## config.mk

```make
export PLATFORM = sky130hd
export DESIGN_NAME = ppu_fb_writer
export DESIGN_NICKNAME = d
export VERILOG_FILES = /design/src/rtl/ppu_pkg.sv /design/src/rtl/ppu_px_fifo.sv /design/src/rtl/ppu_fb_writer.sv
export SDC_FILE = /design/constraint.sdc
export NUM_CORES = 1
export LEC_CHECK = 0
export BUFFER_PORTS_ARGS = -buffer_cell sky130_fd_sc_hd__buf_4
export CORE_AREA = 2 2 120 122
export DETAILED_ROUTE_END_ITERATION = 12
export DIE_AREA = 0 0 122 124
export GPL_TIMING_DRIVEN = 1
export PLACE_DENSITY = 0.87
export REMOVE_ABC_BUFFERS = 1
export SLEW_MARGIN = 40
export SYNTH_ARGS = -nofsm -noshare
export SYNTH_HDL_FRONTEND = slang
export SYNTH_SLANG_ARGS = --single-unit
```

## constraint.sdc

```tcl
create_clock -name clk -period 6.75 [get_ports clk]
set_clock_uncertainty 0.15 [all_clocks]
set_input_delay 1.0125 -clock clk [delete_from_list [all_inputs] [get_ports clk]]
set_output_delay 1.0125 -clock clk [all_outputs]
set_load 0.05 [all_outputs]
```

## src/rtl/ppu_pkg.sv

```systemverilog
// Definitions shared between the PPU and its downstream consumers.
// Covers the PPU mode encoding, the screen geometry and the palette lookup.
package ppu_pkg;

    typedef enum logic [1:0] {
        H_BLANK = 2'd0,
        V_BLANK = 2'd1,
        SCAN    = 2'd2,
        DRAW    = 2'd3
    } ppu_mode_e;

    localparam int SCREEN_W     = 160;
    localparam int SCREEN_H     = 144;
    localparam int FB_BANK_SIZE = 23040;
    localparam int FB_ADDR_W    = 16;

    // BGP holds four 2-bit shades; colour index i selects bits [2i+1:2i].
    function automatic logic [1:0] bgp_shade(input logic [7:0] bgp, input logic [1:0] idx);
        logic [1:0] shade;
        case (idx)
            2'd0:    shade = bgp[1:0];
            2'd1:    shade = bgp[3:2];
            2'd2:    shade = bgp[5:4];
            default: shade = bgp[7:6];
        endcase
        return shade;
    endfunction

endpackage

```

## src/rtl/ppu_px_fifo.sv

```systemverilog
// Small synchronous FIFO that buffers pixel writes ahead of the framebuffer.
// A push into a full FIFO is accepted when a pop happens in the same cycle.
module ppu_px_fifo #(
    parameter int WIDTH = 18,
    parameter int DEPTH = 8
) (
    input  logic             clk,
    input  logic             rst,
    input  logic             push,
    input  logic [WIDTH-1:0] din,
    input  logic             pop,
    output logic [WIDTH-1:0] dout,
    output logic             full,
    output logic             empty
);

    localparam int AW = $clog2(DEPTH);

    logic [WIDTH-1:0] mem [DEPTH];
    logic [AW:0]      wr_ptr;
    logic [AW:0]      rd_ptr;
    logic             do_push;
    logic             do_pop;

    // Pointers carry one wrap bit so full and empty are distinguishable.
    assign empty   = (wr_ptr == rd_ptr);
    assign full    = (wr_ptr[AW] != rd_ptr[AW]) && (wr_ptr[AW-1:0] == rd_ptr[AW-1:0]);
    assign do_pop  = pop && !empty;
    assign do_push = push && (!full || do_pop);
    assign dout    = mem[rd_ptr[AW-1:0]];

    always_ff @(posedge clk or negedge rst) begin
        if (!rst) begin
            wr_ptr <= '0;
            rd_ptr <= '0;
        end else begin
            if (do_push) wr_ptr <= wr_ptr + (AW+1)'(1);
            if (do_pop)  rd_ptr <= rd_ptr + (AW+1)'(1);
        end
    end

    always_ff @(posedge clk) begin
        if (do_push) mem[wr_ptr[AW-1:0]] <= din;
    end

endmodule

```

## src/rtl/ppu_fb_writer.sv

```systemverilog
// Shades the PPU pixel stream through BGP and writes it into a double-banked
// framebuffer via an elastic FIFO, tracking screen position from PPU mode edges.
module ppu_fb_writer
    import ppu_pkg::*;
#(
    parameter int FIFO_DEPTH = 8
) (
    input  logic        clk,
    input  logic        rst,
    input  logic [1:0]  PX_OUT,
    input  logic        PX_valid,
    input  logic [1:0]  PPU_MODE,
    input  logic [7:0]  BGP,
    output logic        FB_WE,
    output logic [15:0] FB_ADDR,
    output logic [1:0]  FB_DATA,
    input  logic        FB_READY,
    output logic        DISP_BANK,
    output logic        FRAME_DONE,
    output logic        OVERFLOW,
    output logic        LINE_OVERRUN
);

    localparam int ENTRY_W = FB_ADDR_W + 2;

    ppu_mode_e    mode;
    ppu_mode_e    prev_mode;
    logic [7:0]   x;
    logic [7:0]   y;
    logic         wr_bank;

    logic         mode_chg;
    logic         draw_entry;
    logic         draw_exit;
    logic         vblank_entry;
    logic         px_take;
    logic [7:0]   x_cur;
    logic         x_in_range;
    logic [15:0]  px_addr;

    logic         s1_valid;
    logic [15:0]  s1_addr;
    logic [1:0]   s1_shade;

    logic         fifo_full;
    logic         fifo_empty;
    logic         fifo_pop;
    logic [ENTRY_W-1:0] fifo_dout;

    assign mode         = ppu_mode_e'(PPU_MODE);
    assign mode_chg     = (mode != prev_mode);
    assign draw_entry   = mode_chg && (mode == DRAW);
    assign draw_exit    = mode_chg && (prev_mode == DRAW);
    assign vblank_entry = mode_chg && (mode == V_BLANK);
    assign px_take      = PX_valid && (mode == DRAW);

    // A pixel arriving on the DRAW entry cycle already belongs at x=0.
    assign x_cur      = draw_entry ? 8'd0 : x;
    assign x_in_range = (x_cur < 8'(SCREEN_W));
    assign px_addr    = (wr_bank ? 16'(FB_BANK_SIZE) : 16'd0)
                      + 16'(y) * 16'(SCREEN_W) + 16'(x_cur);

    always_ff @(posedge clk or negedge rst) begin
        if (!rst) begin
            prev_mode    <= H_BLANK;
            x            <= '0;
            y            <= '0;
            wr_bank      <= 1'b0;
            FRAME_DONE   <= 1'b0;
            LINE_OVERRUN <= 1'b0;
        end else begin
            prev_mode  <= mode;
            FRAME_DONE <= vblank_entry;
            if (vblank_entry) begin
                x       <= '0;
                y       <= '0;
                wr_bank <= ~wr_bank;
            end else begin
                if (draw_exit && (x != 8'd0) && (y < 8'(SCREEN_H - 1))) y <= y + 8'd1;
                if (px_take) begin
                    if (x_in_range) begin
                        x <= x_cur + 8'd1;
                    end else begin
                        x            <= 8'(SCREEN_W);
                        LINE_OVERRUN <= 1'b1;
                    end
                end else if (draw_entry) begin
                    x <= '0;
                end
            end
        end
    end

    // Stage 1 holds the shaded pixel and its bank-qualified address.
    always_ff @(posedge clk or negedge rst) begin
        if (!rst) begin
            s1_valid <= 1'b0;
            s1_addr  <= '0;
            s1_shade <= '0;
        end else begin
            s1_valid <= px_take && x_in_range;
            if (px_take && x_in_range) begin
                s1_addr  <= px_addr;
                s1_shade <= bgp_shade(BGP, PX_OUT);
            end
        end
    end

    assign fifo_pop = FB_WE && FB_READY;

    ppu_px_fifo #(
        .WIDTH (ENTRY_W),
        .DEPTH (FIFO_DEPTH)
    ) u_fifo (
        .clk   (clk),
        .rst   (rst),
        .push  (s1_valid),
        .din   ({s1_addr, s1_shade}),
        .pop   (fifo_pop),
        .dout  (fifo_dout),
        .full  (fifo_full),
        .empty (fifo_empty)
    );

    always_ff @(posedge clk or negedge rst) begin
        if (!rst) begin
            OVERFLOW <= 1'b0;
        end else if (s1_valid && fifo_full && !fifo_pop) begin
            OVERFLOW <= 1'b1;
        end
    end

    assign FB_WE              = !fifo_empty;
    assign {FB_ADDR, FB_DATA} = fifo_empty ? '0 : fifo_dout;
    assign DISP_BANK          = ~wr_bank;

endmodule
```

# After elaboration in Yosys (flattened, before gate mapping)
# Memories as Yosys holds them, arrays and structs flattened.
# Cells that the tools add are included.
dict set report op_classes {
  add_sub_neg 6
  n_mul 1
  order_cmp 2
  n_eq_ne 9
  n_mux 11
  bitwise_logic 3
  reduce_logical 21
}
# op n
set op_table {}
lappend op_table {{8-bit two-way mux} 6}
lappend op_table {{18-bit two-way mux} 1}
lappend op_table {{15-bit by 16-bit adder with 16-bit output} 1}
lappend op_table {{16-bit by 8-bit adder with 16-bit output} 1}
lappend op_table {{8-bit by 1-bit adder with 8-bit output (second input constant)} 2}
lappend op_table {{8-bit < comparator (second input constant)} 2}
lappend op_table {{15-bit two-way mux} 1}
lappend op_table {{1-bit logical AND} 13}
lappend op_table {{8-bit by 3-bit multiplier with 11-bit output (second input constant)} 1}
lappend op_table {{4-bit by 1-bit adder with 4-bit output (second input constant)} 2}
lappend op_table {{8-bit nonzero test} 1}
lappend op_table {{2-bit == test (second input constant)} 3}
lappend op_table {{2-bit one-hot mux with 3 select lines} 1}
lappend op_table {{2-bit by 1-bit == test with 1-bit output (second input constant)} 2}
lappend op_table {{4-bit == test} 1}
lappend op_table {{3-bit == test} 1}
lappend op_table {{1-bit logical NOT} 3}
lappend op_table {{1-bit NOT} 3}
lappend op_table {{3-bit AND reduction} 1}
lappend op_table {{2-bit logical NOT} 1}
lappend op_table {{1-bit two-way mux} 2}
lappend op_table {{2-bit inequality test} 1}
lappend op_table {{2-bit nonzero test} 1}
lappend op_table {{1-bit logical OR} 1}
lappend op_table {{1-bit inequality test} 1}
dict set report word_totals {
  reg_bits 49
  ram_bits 144
  in_bits 16
  output_inout_bits 23
  wordCells 66
  memories 1
}
# name words width rd rd_ports_with_merged_regs write_ports line_no
set memory_table {}
lappend memory_table {u_fifo.mem 8 18 1 0 1 ppu_px_fifo.sv:19} ;# logic [WIDTH-1:0] mem [DEPTH];

# Logic depth before layout (Yosys ltp)
dict set report depth {
  depth_word 8
  mapped_depth 13
  ltp_nobuf 13
}

# Cells and area by module
# Synthesis repeated with hierarchy kept, for this count alone.
dict set report unflattened {
  hier_cells 545
  area_unflattened_um2 8729.6
}
# module instances cells_per_inst area_per_inst_um2 seq_area_each_um2
set by_module_without_submodules {}
lappend by_module_without_submodules {ppu_px_fifo 1 265 6074.6 4524.3}
lappend by_module_without_submodules {ppu_fb_writer 1 280 2655.0 1026.0}

# Worst setup path after synthesis
# No wires, ideal clock.
dict set report synth_timing {
  path_kind {in2reg}
  startpoint {in FB_READY}
  endpoint {mem u_fifo.mem[0][0] (enable)}
  setup_ps 416
  arrival_ps 2668
  required_time_ps 6184
  path_slack_ps 3516
  path_stages 3
  path_buffers 0
  path_cell_list {o31a_1 nand2b_1 nor3_1}
}
dict set report synth_between {
  elab_chain_cells 6
}
# element line_no
set synth_rtl {}
lappend synth_rtl {{start, declared} ppu_fb_writer.sv:17} ;# input logic FB_READY,
lappend synth_rtl {{1-bit logical AND} ppu_fb_writer.sv:109} ;# assign fifo_pop = FB_WE && FB_READY;
lappend synth_rtl {{1-bit logical AND} ppu_px_fifo.sv:28} ;# assign do_pop = pop && !empty;
lappend synth_rtl {{1-bit logical OR} ppu_px_fifo.sv:29} ;# assign do_push = push && (!full || do_pop);
lappend synth_rtl {{1-bit logical AND} ppu_px_fifo.sv:29}
lappend synth_rtl {{1-bit two-way mux} ppu_px_fifo.sv:43} ;# if (do_push) mem[wr_ptr[AW-1:0]] <= din;
lappend synth_rtl {{1-bit two-way mux (implied by the code)} ppu_px_fifo.sv:43}
lappend synth_rtl {{end, declared} ppu_px_fifo.sv:19}
# No other way between the ends.

# Worst setup path in the final report
dict set report layout_timing {
  startpoint {reg u_fifo.rd_ptr[0]}
  endpoint {out FB_ADDR[5]}
}
dict set report layout_between {
  elab_chain_cells 2
  word_cells_on_any_way 3
  cone_classes {eq/ne: 1; mux: 1; memory: 1}
}
# element line_no
set layout_rtl {}
lappend layout_rtl {{start, declared} ppu_px_fifo.sv:21} ;# logic [AW:0] rd_ptr;
lappend layout_rtl {{start signal, assigned} ppu_px_fifo.sv:38} ;# if (do_pop) rd_ptr <= rd_ptr + (AW+1)'(1);
lappend layout_rtl {{memory 8 x 18 bit or 4-bit == test (tied branches)} -}
lappend layout_rtl {{18-bit two-way mux *} ppu_fb_writer.sv:134} ;# assign {FB_ADDR, FB_DATA} = fifo_empty ? '0 : fifo_dout;
lappend layout_rtl {{end, declared} ppu_fb_writer.sv:15} ;# output logic [15:0] FB_ADDR,
# Every way passes the cells marked *; elsewhere a longest branch is shown, timed or not.

==> out/results.ini <==
[yosys]
ys_seq_area_share_pct = 65.3
synth_top_cell_by_area = edfxtp_1
synthAdderAreaFrac_pct = 3.86
synth.avg_cell_area_sq_um = 15.9
synth_mux_area_share_pct = 13.0
synthArstFlopShare_pct = 25.4
synth-main-ff-cell = edfxtp_1
synth-compound-area-share_pct = 4.80
ys_seq_elements = 193
synthCells = 534
synth_top_area_share_pct = 50.9
synth_enable_flop_cells = 144
synth_top_family_by_area = multiplexers
yosys-top-cells-area = edfxtp_1, dfrtp_1, mux4_2
synth_cell_type_count = 61
yosys_warnings = 0
synth_xor_area_share_pct = 3.49
synth-simple-area-share_pct = 7.80
syn_area_sq_um = 8500

[sta]
rsz0062_at_grt = no
setup-tns-final_ps = 0
fmax_mhz = 278
slew_violations = 0
worst_slew_pin_slew_ps = 693
post-route-min-period_ps = 3600
finalSetupViolations = 0
slew-limit-headroom_pct = 53.7
post-route-period-util_pct = 53.4
hold_violations = 0

[cts]
cts_buffer_depth = 2
cts_num_sinks = 193
postCtsSetupRepairBufs = 0
cts_made_buffers = 17
cts_tree = yes
clk_pin_slew_ps = 70
cts_root_buffer = clkbuf_16
clock_latency_ps = 430
ctsResizeCount = 0
h-tree-depth = 4
ctsHoldBuffers = 0

[run]
maxCapViolCount = 0

[setup_path]
reg2reg_to = s1_addr[15]$_DFFE_PN0P_
critPathBufInv = 3
crit_fanout = 24
endpoint_kind = output port
cpPeakStageDelay_ps = 540
reg2reg_depth = 11
slowest_stage = mux4_2
critical_path.startpoint = u_fifo.rd_ptr[0]$_DFFE_PN0P_
crit_end = FB_ADDR[5]
cp_cell_sequence = buf_4 -> buf_12 -> mux4_2 -> mux2i_1 -> nor2_1 -> buf_4
critPathArrivalTime_ps = 2440
critPathLaunchType = register
crit_family = buffers and inverters
required_ps = 5590
crit_type = register to output port
crit_top_cell = buf_4
r2r_slack_ps = 3290
reg2reg_from = y[1]$_DFFE_PN0P_
path_depth = 6

[global_route]
antenna_found_initial = 0
busiest_layer = met2
grt_pass1_wl_mm = 26.4
grt.met2_usage_pct = 41.1
met1_usage_pct = 31.2
gr-usage-all-layers_pct = 24.2
overflow = 0
grt_max_degree = 50
first_global_vias = 4894
use_met3_pct = 4.99

[detailed_routing]
via_count = 4763
dr.pass1.iters = 5
ant_nets = 0
drt_first_iter_violations = 488
wl_per_cell_um = 21.6
drt_wl_total_mm = 16.8
drcViolationCount = 0
vias_per_cell = 6.13

[cells_and_area]
fillers = 875
syn2layout_area_growth_pct = 13.3
diodes = 0
design_area_sq_um = 9630
layout-drive-gt1-share_pct = 24.5
layout.nets = 625
fin_cells = 777
finish.utilization_pct = 70.2

[placement]
dp_cells = 744
place_area_sq_um = 9010
dpl.hpwl_mm = 9.73
place_congestion = 0.775
io_buffers = 38

[floorplan]
fp-row-count = 43
initial_utilization_pct = 62.0
core-area_sq_um = 13700
ioPinCount = 39
die_area_sq_um = 15100
chipWidth_um = 122
die_height_um = 124

[pwr]
p_leak_nw = 3.74
vdd_drop_max_v = 0.000197
finalPower_mw = 3.95
power_density_nw_per_um2 = 410

[worst_hold_path]
hold_class = register to register

[status]
status = finished, final reports clean

state kept, by name (all words and copies together), names as in the netlist:
name and flops:
u_fifo.rd_ptr 4, u_fifo.mem 144, u_fifo.wr_ptr 4, FRAME_DONE 1, y 8, LINE_OVERRUN 1, wr_bank 1, x 8
s1_addr 16, s1_shade 2, OVERFLOW 1, prev_mode 2, s1_valid 1
kinds of logic after synthesis:
logic type	count (synthesis)
buffers and inverters	32
DFF	193
xor gates and xnor gates	33
adders and majority gates	25
AOI/OAI and AO/OA	55
muxes	62
and+or+nand+nor	134
final cells by class:
class | count | area [sq um] | share of cell area [%]
Clock buffer | 20 | 437 | 4.53
Clock inverter | 12 | 158 | 1.64
Inverter | 13 | 48.8 | 0.507
Multi-Input combinational cell | 309 | 2820 | 29.3
Sequential cell | 193 | 5550 | 57.6
Tap cell | 180 | 225 | 2.34
Timing Repair Buffer | 50 | 388 | 4.03
placed cells by master (no fill, tap or decap), types with 9 or more instances in the layout:
cell type,n
inv_1,9
mux4_2,38
ha_1,23
dfrtp_1,48
o21ai_0,12
xnor2_1,17
nor2_1,45
xor2_1,15
clkbuf_16,17
edfxtp_1,144
nand2_1,36
nand3_1,11
mux2i_1,19
buf_4,49
a21oi_1,11
through the flow:
step | setup WS [ps] | hold WS [ps]
2_1_floorplan | 2550 | 300
3_3_place_gp | 3250 | 294
3_5_place_dp | 3140 | 303
4_1_cts | 2620 | 319
5_1_grt | 3000 | 345
6_report | 3150 | 319
worst reg2reg max path, stage by stage (launching register included):
cell and delay (ps):
dfrtp_1 460, ha_1 330, ha_1 240, fa_1 450
a21o_1 210, a21oi_1 250, xnor2_1 160, ha_1 290
a21oi_1 220, o21ai_1 170, a311oi_1 330, nand3b_1 150
where the power goes:
part | leakage, nW | switching, mW | internal, mW
Combinational | 1.48 | 0.888 | 0.538
Sequential | 1.98 | 0.106 | 1.41
Clock | 0.281 | 0.423 | 0.585
worst min-delay path by stage:
stage / from / end / slack (ps) / cells past startpoint
detailed placement: OVERFLOW$_DFFE_PN0P_ / OVERFLOW$_DFFE_PN0P_ / 300 / 1
finish: OVERFLOW$_DFFE_PN0P_ / OVERFLOW$_DFFE_PN0P_ / 320 / 1
floorplan: s1_valid$_DFF_PN0_ / OVERFLOW$_DFFE_PN0P_ / 300 / 1
global route: LINE_OVERRUN$_DFFE_PN0P_ / LINE_OVERRUN$_DFFE_PN0P_ / 340 / 1
global placement: OVERFLOW$_DFFE_PN0P_ / OVERFLOW$_DFFE_PN0P_ / 290 / 1
CTS: OVERFLOW$_DFFE_PN0P_ / OVERFLOW$_DFFE_PN0P_ / 320 / 1
Yosys cell counts (all sizes together), types with 4 or more instances:
| cell | n |
|---|---|
| buf | 15 |
| inv | 13 |
| nand2 | 37 |
| a21oi | 12 |
| mux2i | 19 |
| nand3 | 12 |
| nand2b | 6 |
| xor2 | 15 |
| mux2 | 5 |
| o21ai | 17 |
| nor2 | 46 |
| ha | 23 |
| clkbuf | 4 |
| and2 | 5 |
| mux4 | 38 |
| nor3 | 5 |
| xnor2 | 18 |
| and3 | 5 |
| a21o | 5 |
| dfrtp | 49 |
| edfxtp | 144 |
| nand4 | 5 |
routing by layer:
metal / up-vias / share of wire (%)
met5: - / 0
li1: 2139 / -
met1: 2416 / 39
met4: 0 / 2.1
met3: 29 / 6.3
met2: 179 / 52
(Power assumes the default switching activity.)
